$ cat src/rtl/sm83_oam_dma.sv
// ---------------------------------------------------------------------------
// sm83_oam_dma
//
// OAM DMA controller and bus arbiter sitting beside the sm83 core.
// A write to the DMA register (FF46) starts a XFER_LEN-byte copy from
// {src,00..} into OAM, one byte per M-cycle. While the copy runs the block
// owns the source bus and flags CPU accesses that collide with it, so the
// CPU bus mux can return 0xFF on reads and drop writes.
//
// Ports:
//   clk           clock, all state on posedge
//   reset         synchronous, active-high
//   mcyc          one-clk pulse at T4 of every M-cycle
//   reg_we        one-clk write strobe for the FF46 register
//   reg_din       register write data
//   reg_dout      read-back of the last written register value
//   src_adr       DMA source address ({hi, idx})
//   src_rd        DMA read request on the source bus
//   src_din       source read data, valid when mcyc=1
//   oam_adr       OAM write index (held between writes)
//   oam_dout      OAM write data (held between writes)
//   oam_wr        one-clk OAM write strobe, one clk after the sampling mcyc
//   cpu_adr       current CPU address
//   busy          DMA owns OAM
//   cpu_conflict  CPU access at cpu_adr must be blocked
// ---------------------------------------------------------------------------
module sm83_oam_dma #(
    parameter int WORD_SIZE = 8,
    parameter int ADR_WIDTH = 16,
    parameter int XFER_LEN  = 160
) (
    input  logic                 clk,
    input  logic                 reset,
    input  logic                 mcyc,
    input  logic                 reg_we,
    input  logic [WORD_SIZE-1:0] reg_din,
    output logic [WORD_SIZE-1:0] reg_dout,
    output logic [ADR_WIDTH-1:0] src_adr,
    output logic                 src_rd,
    input  logic [WORD_SIZE-1:0] src_din,
    output logic [WORD_SIZE-1:0] oam_adr,
    output logic [WORD_SIZE-1:0] oam_dout,
    output logic                 oam_wr,
    input  logic [ADR_WIDTH-1:0] cpu_adr,
    output logic                 busy,
    output logic                 cpu_conflict
);

    typedef enum logic [1:0] {
        IDLE,
        START,
        XFER
    } state_t;

    // Which physical bus an address lives on; two masters on the same bus
    // collide, OAM itself is always owned by the DMA while busy.
    typedef enum logic [1:0] {
        BUS_VRAM,
        BUS_EXT,
        BUS_OAM,
        BUS_NONE
    } bus_t;

    localparam logic [7:0] LAST_IDX = 8'(XFER_LEN - 1);

    state_t               state_q, state_d;
    logic [WORD_SIZE-1:0] reg_q, reg_d;
    logic [7:0]           idx_q, idx_d;
    logic                 restart_q, restart_d;
    logic [WORD_SIZE-1:0] latch_q, latch_d;
    logic [7:0]           wr_idx_q, wr_idx_d;
    logic                 oam_wr_q, oam_wr_d;

    logic [WORD_SIZE-1:0] src_hi;
    bus_t                 cpu_bus;
    bus_t                 src_bus;

    function automatic bus_t bus_class(input logic [ADR_WIDTH-1:0] a);
        bus_t c;
        if (a >= ADR_WIDTH'(16'hFF00))
            c = BUS_NONE;
        else if (a >= ADR_WIDTH'(16'hFE00))
            c = BUS_OAM;
        else if (a >= ADR_WIDTH'(16'h8000) && a <= ADR_WIDTH'(16'h9FFF))
            c = BUS_VRAM;
        else
            c = BUS_EXT;
        return c;
    endfunction

    // Sources E0..FF hit echo RAM, which mirrors C0..DF on the external bus.
    assign src_hi  = (reg_q < WORD_SIZE'(8'hE0)) ? reg_q : reg_q - WORD_SIZE'(8'h20);
    assign src_adr = ADR_WIDTH'({src_hi, idx_q});
    assign src_rd  = (state_q == XFER);

    // A restart keeps OAM locked through the setup M-cycle; a fresh start
    // from IDLE leaves it open until the first byte is fetched.
    assign busy = (state_q == XFER) || (state_q == START && restart_q);

    assign cpu_bus      = bus_class(cpu_adr);
    assign src_bus      = bus_class(src_adr);
    assign cpu_conflict = busy && (cpu_bus == BUS_OAM || cpu_bus == src_bus);

    assign reg_dout = reg_q;
    assign oam_wr   = oam_wr_q;
    assign oam_adr  = WORD_SIZE'(wr_idx_q);
    assign oam_dout = latch_q;

    // Next-state logic. A register write wins over mcyc in the same clk:
    // it neither advances START nor lets an in-flight XFER byte land.
    always_comb begin
        // NOTE: every signal gets a default first so no path leaves it
        // unassigned, which would otherwise infer a latch.
        state_d   = state_q;
        reg_d     = reg_q;
        idx_d     = idx_q;
        restart_d = restart_q;
        latch_d   = latch_q;
        wr_idx_d  = wr_idx_q;
        oam_wr_d  = 1'b0;

        if (reg_we) begin
            reg_d     = reg_din;
            idx_d     = 8'd0;
            state_d   = START;
            restart_d = (state_q == XFER) || (state_q == START && restart_q);
        end else if (mcyc) begin
            unique case (state_q)
                START: state_d = XFER;
                XFER: begin
                    latch_d  = src_din;
                    wr_idx_d = idx_q;
                    oam_wr_d = 1'b1;
                    if (idx_q == LAST_IDX) begin
                        state_d   = IDLE;
                        restart_d = 1'b0;
                    end else begin
                        idx_d = idx_q + 8'd1;
                    end
                end
                default: ;
            endcase
        end
    end

    always_ff @(posedge clk) begin
        // NOTE: sequential state uses non-blocking assignments so every
        // register samples the pre-edge values, independent of statement order.
        if (reset) begin
            state_q   <= IDLE;
            reg_q     <= '0;
            idx_q     <= 8'd0;
            restart_q <= 1'b0;
            // NOTE: the data latch and write index are reset too, even though
            // they are plain datapath registers, because they drive oam_dout
            // and oam_adr directly and must read as zero out of reset.
            latch_q   <= '0;
            wr_idx_q  <= 8'd0;
            oam_wr_q  <= 1'b0;
        end else begin
            state_q   <= state_d;
            reg_q     <= reg_d;
            idx_q     <= idx_d;
            restart_q <= restart_d;
            latch_q   <= latch_d;
            wr_idx_q  <= wr_idx_d;
            oam_wr_q  <= oam_wr_d;
        end
    end

endmodule

$ cat config.mk
export PLATFORM = sky130hd
export DESIGN_NAME = sm83_oam_dma
export DESIGN_NICKNAME = d
export VERILOG_FILES = /design/src/rtl/sm83_oam_dma.sv
export SDC_FILE = /design/constraint.sdc
export NUM_CORES = 1
export LEC_CHECK = 0
export CAP_MARGIN = 5
export CORE_ASPECT_RATIO = 1.75
export CORE_UTILIZATION = 40
export CTS_CLUSTER_DIAMETER = 120
export DETAILED_ROUTE_END_ITERATION = 10
export PLACE_DENSITY = 0.91
export SLEW_MARGIN = 20
export SYNTH_ARGS = -nofsm -noshare
export SYNTH_HDL_FRONTEND = slang
export SYNTH_SLANG_ARGS = --single-unit
$ cat constraint.sdc
create_clock -name clk -period 2.05 [get_ports clk]
set_input_delay 0.3075 -clock clk [delete_from_list [all_inputs] [get_ports clk]]
set_output_delay 0.3075 -clock clk [all_outputs]
set_load 0.01 [all_outputs]
Word-level counts from Yosys, hierarchy flattened

Index checks and enable logic that the tools add are counted.

Register bits: 36
Input bits: 36
Output and inout bits: 44

Reductions and logical operators: 18
Magnitude comparators: 9
Add/sub/neg operators: 2
Equality and inequality tests: 7
Bitwise logic cells: 3
Multiplexer cells: 16

Operator list:

| operator             | number |
|---|---|
| $ge 16x16->1 const B | 6 |
| $le 16x16->1 const B | 2 |
| $reduce_and 3->1     | 5 |
| $mux 2               | 5 |
| $mux 1               | 9 |
| $add 8x1->8 const B  | 1 |
| $eq 8x8->1 const B   | 1 |
| $lt 8x8->1 const B   | 1 |
| $mux 8               | 1 |
| $reduce_bool 2->1    | 4 |
| $sub 8x6->8 const B  | 1 |
| $eq 2x2->1 const B   | 2 |
| $logic_and 1x1->1    | 4 |
| $pmux 2 s2           | 1 |
| $ne 3x2->1 const B   | 1 |
| $not 1->1            | 3 |
| $reduce_bool 3->1    | 1 |
| $reduce_or 3->1      | 1 |
| $eq 2x1->1 const B   | 1 |
| $eq 2x2->1           | 1 |
| $logic_or 1x1->1     | 2 |
| $ne 2x1->1 const B   | 1 |
| $reduce_or 2->1      | 1 |

Longest topological paths before layout

Depth after elaboration: 10
Mapped depth: 6
Depth with buffers taken out: 6

Least setup slack after synthesis

No wires, ideal clock.

Path type: register to output
Start point: reg reg_q[5] (netlist: reg_dout[5])
End point: out cpu_conflict
Data required time: 1.742 ns
Setup slack: 0.287 ns
Arrival: 1.455 ns
Cell stages (with the launch flop): 7
Cells stage by stage: dfxtp_1 inv_1 ha_1 and4b_1 o21ai_1 xnor2_1 o211a_1

Longest elaborated chain between the ends: 10
Elaborated cells between the ends (all ways): 14
Classes of those cells: 1 x add/sub; 5 x order compare; 1 x eq/ne; 4 x mux; 3 x reduce/logical

RTL lines:

| what                                                | RTL line | source |
|---|---|---|
| start: declaration                                  | 67       | `logic [WORD_SIZE-1:0] reg_q, reg_d;` |
| start signal: assignment                            | 162      | `reg_q <= reg_d;` |
| $sub 8x6->8 / $lt 8x8->1 (equally long branches)    | 92       | `assign src_hi = (reg_q < WORD_SIZE'(8'hE0)) ? reg_q : reg_q - WORD_SIZE'(8'h20);` |
| $mux 8 *                                            | 92       |  |
| $ge 16x16->1 / $le 16x16->1 (equally long branches) | 84       | `else if (a >= ADR_WIDTH'(16'h8000) && a <= ADR_WIDTH'(16'h9FFF))` |
| $logic_and 1x1->1                                   | 84       |  |
| $mux 1                                              | 84       |  |
| $mux 2                                              | 82       | `else if (a >= ADR_WIDTH'(16'hFE00))` |
| $mux 2 *                                            | 80       | `if (a >= ADR_WIDTH'(16'hFF00))` |
| $eq 2x2->1 *                                        | 102      | `assign cpu_conflict = busy && (cpu_bus == BUS_OAM \|\| cpu_bus == src_bus);` |
| $logic_or 1x1->1 *                                  | 102      |  |
| $logic_and 1x1->1 *                                 | 102      |  |
| end: declaration                                    | 46       | `output logic cpu_conflict` |

Every way passes the cells marked *; elsewhere a longest branch is shown, timed or not.

Final worst setup path

Ends and elaborated chain as after synthesis.

==> impl_metrics.prom <==
# TYPE chip_impl_metric gauge
chip_impl_info{name="status",value="finished clean"} 1
chip_impl_metric{name="filler_cell_count",unit=""} 355
chip_impl_info{name="critical_path.cell_chain",value="inv_2, ha_1, and4b_1, o21ai_1, xnor2_1, o211a_1, buf_2"} 1
chip_impl_metric{name="globalRoute.totalOverflow",unit=""} 0
chip_impl_metric{name="timing.critical_path.required",unit="ns"} 1.74
chip_impl_metric{name="antenna_diodes",unit=""} 0
chip_impl_metric{name="grt_max_degree",unit=""} 27
chip_impl_metric{name="fin_crit_sh",unit="%"} 96.46
chip_impl_metric{name="critical_path.max_stage_delay",unit="ns"} 0.34
chip_impl_metric{name="syn_nets",unit=""} 226
chip_impl_metric{name="synth.area.mux_share",unit="%"} 5.638
chip_impl_metric{name="total_power",unit="mW"} 1.392
chip_impl_metric{name="post-route-drc-count",unit=""} 0
chip_impl_metric{name="route.final.wire_length",unit="mm"} 3.866
chip_impl_metric{name="finalCriticalPeriod",unit="ns"} 1.977
chip_impl_metric{name="grt_pass1_vias",unit=""} 1500
chip_impl_metric{name="stdcell_count",unit=""} 311
chip_impl_metric{name="post_synth_and_or_nand_nor_area_fraction",unit="%"} 23.96
chip_impl_metric{name="num_rows",unit=""} 30
chip_impl_metric{name="cts_htree_levels",unit=""} 2
chip_impl_metric{name="leak_pwr",unit="nW"} 0.9106
chip_impl_metric{name="synth_adder_area_share",unit="%"} 3.132
chip_impl_metric{name="io_buffers",unit=""} 71
chip_impl_info{name="critical_path.startpoint_type",value="flip-flop"} 1
chip_impl_metric{name="cap_violations",unit=""} 0
chip_impl_metric{name="place.gp.congestion",unit=""} 0.8212
chip_impl_metric{name="dp_cells",unit=""} 303
chip_impl_metric{name="grt_use_total",unit="%"} 19.57
chip_impl_metric{name="drt-wirelength-per-cell",unit="um"} 12.43
chip_impl_metric{name="first_pass_iters",unit=""} 4
chip_impl_metric{name="setup_viol_count_final",unit=""} 0
chip_impl_metric{name="insertion_delay",unit="ns"} 0.29
chip_impl_metric{name="flow.area_growth_from_synthesis",unit="%"} 54.66
chip_impl_metric{name="power_switching",unit="uW"} 337.4
chip_impl_metric{name="r2r_slack",unit="ns"} 0.48
chip_impl_metric{name="netlist_cell_types",unit=""} 36
chip_impl_info{name="crit_slowest_cell",value="dfxtp_1"} 1
chip_impl_metric{name="cts.path.max_buffers",unit=""} 2
chip_impl_metric{name="clock_power_share",unit="%"} 35.6
chip_impl_info{name="main_combinational_cell_family_by_area_after_synthesis",value="simple AND/OR/NAND/NOR gates"} 1
chip_impl_metric{name="numClockSinks",unit=""} 36
chip_impl_metric{name="finalMaxSlewViolations",unit=""} 0
chip_impl_info{name="tritoncts",value="built"} 1
chip_impl_metric{name="boundaryPins",unit=""} 80
chip_impl_metric{name="power.combinational.fraction",unit="%"} 12.5
chip_impl_metric{name="synth_seq_cells",unit=""} 36
chip_impl_metric{name="seq_power_share",unit="%"} 51.9
chip_impl_metric{name="drive_above_1_share",unit="%"} 11.41
chip_impl_metric{name="power_report.internal_total",unit="mW"} 1.054
chip_impl_metric{name="report.final.hold_viol_count",unit=""} 0
chip_impl_metric{name="yosysSeqAreaShare",unit="%"} 45.11
chip_impl_info{name="unrepaired_setup_endpoints_after_global_routing",value="false"} 1
chip_impl_metric{name="drt.antenna.violating_nets",unit=""} 0
chip_impl_metric{name="hold_fix_buffers_cts",unit=""} 0
chip_impl_metric{name="die_w",unit="um"} 49.78
chip_impl_metric{name="mean_post_synth_cell_area",unit="um^2"} 8.590
chip_impl_metric{name="critical_path_data_arrival_time",unit="ns"} 1.67
chip_impl_metric{name="postSynthCellCount",unit=""} 186
chip_impl_metric{name="initial_standard_cell_utilization_of_the_core",unit="%"} 41.33
chip_impl_metric{name="clkSlewWorstSetupHoldPaths",unit="ns"} 0.07
chip_impl_metric{name="per_cell_via_count_in_the_routed_design",unit=""} 4.994
chip_impl_metric{name="achievable-frequency",unit="GHz"} 0.5057
chip_impl_metric{name="grt_pass1_wl",unit="mm"} 6.361
chip_impl_metric{name="power.share.switching",unit="%"} 24.25
chip_impl_metric{name="post_placement_cell_area",unit="mm^2"} 0.002376
chip_impl_metric{name="path_max_fanout",unit=""} 3
chip_impl_info{name="root_buffer",value="clkbuf_8"} 1
chip_impl_metric{name="design.die.area",unit="mm^2"} 0.004261
chip_impl_metric{name="final_net_count",unit=""} 302
chip_impl_metric{name="post_synth_instance_area",unit="mm^2"} 0.001598
chip_impl_metric{name="cts_buffers",unit=""} 5
chip_impl_metric{name="synth_compound_area_share",unit="%"} 13.08
chip_impl_metric{name="grt_antenna_before_repair",unit=""} 0
chip_impl_metric{name="dp_hpwl",unit="mm"} 2.860
chip_impl_metric{name="ff_latch_area",unit="um^2"} 721.9
chip_impl_info{name="worst_hold_path_type",value="reg2reg"} 1
chip_impl_metric{name="num_vias",unit=""} 1553
chip_impl_metric{name="core_area",unit="mm^2"} 0.003866
chip_impl_metric{name="max-vdd-ir-drop",unit="V"} 0.0004559
chip_impl_metric{name="floorplan.die.height",unit="um"} 85.61
chip_impl_info{name="crit_path_end_kind",value="primary output"} 1
chip_impl_metric{name="finalInstanceArea",unit="mm^2"} 0.002471
chip_impl_metric{name="area_of_the_multi_input_gates",unit="um^2"} 788.3
chip_impl_metric{name="clock-skew-final",unit="ns"} 0.004339
chip_impl_metric{name="power_density",unit="mW/mm^2"} 563.2
chip_impl_metric{name="postLayoutCoreUtil",unit="%"} 63.92
chip_impl_metric{name="initialDrtViolationCount",unit=""} 6
chip_impl_metric{name="max_slew.worst_pin.slew",unit="ns"} 0.3798
chip_impl_metric{name="timing.slew.headroom",unit="%"} 74.68
chip_impl_metric{name="ys_warns",unit=""} 0
chip_impl_info{name="timing.setup.critical_path_class",value="reg2out"} 1
chip_impl_metric{name="synthXorXnorAreaFrac",unit="%"} 2.741
registers in the layout (all words and copies together) (netlist names):
signal and cells:
oam_wr 1, idx_q 8, oam_adr 8, oam_dout 8, state_q 2, reg_dout 8
restart_q 1
metal layers:
metal | track usage, % | vias up | part of all wire (%)
met5 | 0 | - | 0
met4 | 10.13 | 0 | 2.8
met3 | 5.496 | 11 | 4.6
met2 | 36.73 | 49 | 56
met1 | 18.62 | 715 | 36
li1 | - | 778 | -
synthesized netlist by cell type:
cell | instances | area share, %
a31oi_1 | 2 | 0.78
o21ai_1 | 2 | 0.63
inv_2 | 2 | 0.47
and4_1 | 1 | 0.55
inv_1 | 7 | 1.6
nor3_1 | 4 | 1.3
buf_1 | 1 | 0.23
mux2i_1 | 9 | 5.6
o31ai_1 | 2 | 0.94
clkbuf_1 | 3 | 0.70
and4bb_4 | 1 | 1.0
nor4_1 | 1 | 0.39
nand3_1 | 5 | 1.6
o211a_1 | 1 | 0.63
buf_4 | 5 | 2.3
nand3b_1 | 2 | 0.94
buf_2 | 3 | 0.94
or2_1 | 1 | 0.39
nand4_4 | 1 | 1.3
nor3_2 | 1 | 0.63
nand4_1 | 1 | 0.39
o21ai_0 | 3 | 0.94
a41oi_1 | 1 | 0.55
nand2_1 | 36 | 8.5
or3b_1 | 1 | 0.55
dfxtp_1 | 36 | 45
nand4bb_1 | 1 | 0.70
and4b_1 | 1 | 0.63
nand2b_1 | 1 | 0.39
a21oi_1 | 20 | 6.3
and3b_1 | 1 | 0.55
ha_1 | 4 | 3.1
xnor2_1 | 5 | 2.7
nor2_1 | 18 | 4.2
a2111oi_2 | 2 | 1.9
a211oi_1 | 1 | 0.47
path summary, 6_finish.rpt:
check / startpoint / to / cells past startpoint
setup / recovery: reg_dout[5] / cpu_conflict / 7
hold / removal: oam_adr[2] / oam_adr[2] / 2
setup reg to reg: idx_q[0] / idx_q[1] / 5
hold reg to reg: oam_adr[2] / oam_adr[2] / 2
layout make-up:
class	instances	area share [%]
tap	48	2.430
sequential	36	29.22
inverter	9	1.367
clock buffer	5	2.785
multi-input combinational	129	31.90
timing repair buffer	81	31.54
clock inverter	3	0.7595
timing repair:
| action | CTS | global route |
|---|---|---|
| buffers inserted | 0 | 0 |
| resized for setup | 6 | 4 |
| pin swaps | 2 | 0 |
| endpoints found under the setup margin | 2 | 2 |
power by group through the flow:
stage / sequential, mW / clock [mW] / combinational, mW
after floorplan: 0.743 / 0 / 0.0622
after global placement: 0.737 / 0 / 0.170
after detailed placement: 0.737 / 0 / 0.174
after CTS: 0.721 / 0.512 / 0.173
after global routing: 0.723 / 0.536 / 0.187
final: 0.722 / 0.496 / 0.174
layout by cell type, fill, tap and decap left out, types with 2 or more instances in the layout:
cell type,netlist,layout
a2111oi_2,2,2
clkdlybuf4s50_1,0,69
inv_1,7,5
xnor2_1,5,5
nor3_1,4,4
a21oi_1,20,20
nand2_1,36,36
inv_2,2,4
nand3b_1,2,2
o21ai_0,3,2
mux2i_1,9,9
o21ai_1,2,3
nand3_1,5,5
a31oi_1,2,2
clkinv_2,0,2
clkbuf_8,0,5
buf_4,5,10
nor2_1,18,18
ha_1,4,3
o31ai_1,2,2
dfxtp_1,36,35
metrics by stage:
step	TNS, ns	setup slack, ns	hold slack (ns)
final	0	0.07254	0.4558
after global routing	0	0.01945	0.4781
after global placement	-0.2599	-0.2599	0.4409
after floorplan	0	0.2872	0.4435
after CTS	0	0.01118	0.4569
after detailed placement	-0.2774	-0.2774	0.4463
logic make-up (layout without fill, tap and decap cells):
family / count (synthesis) / in the layout
and+or+nand+nor: 77 / 77
DFF: 36 / 36
AOI/OAI and AO/OA: 34 / 34
buffers and inverters: 21 / 98
muxes: 9 / 9
xor gates and xnor gates: 5 / 5
adders and majority gates: 4 / 4
worst max-delay path: cells and delay by family (launching register included):
kind / cells / cell delay (ns)
flops: 1 / 0.34
compound gates: 2 / 0.27
buf+inv: 2 / 0.20
simple gates: 1 / 0.24
fa+ha+maj: 1 / 0.20
xor+xnor: 1 / 0.13
(Power assumes the default switching activity.)
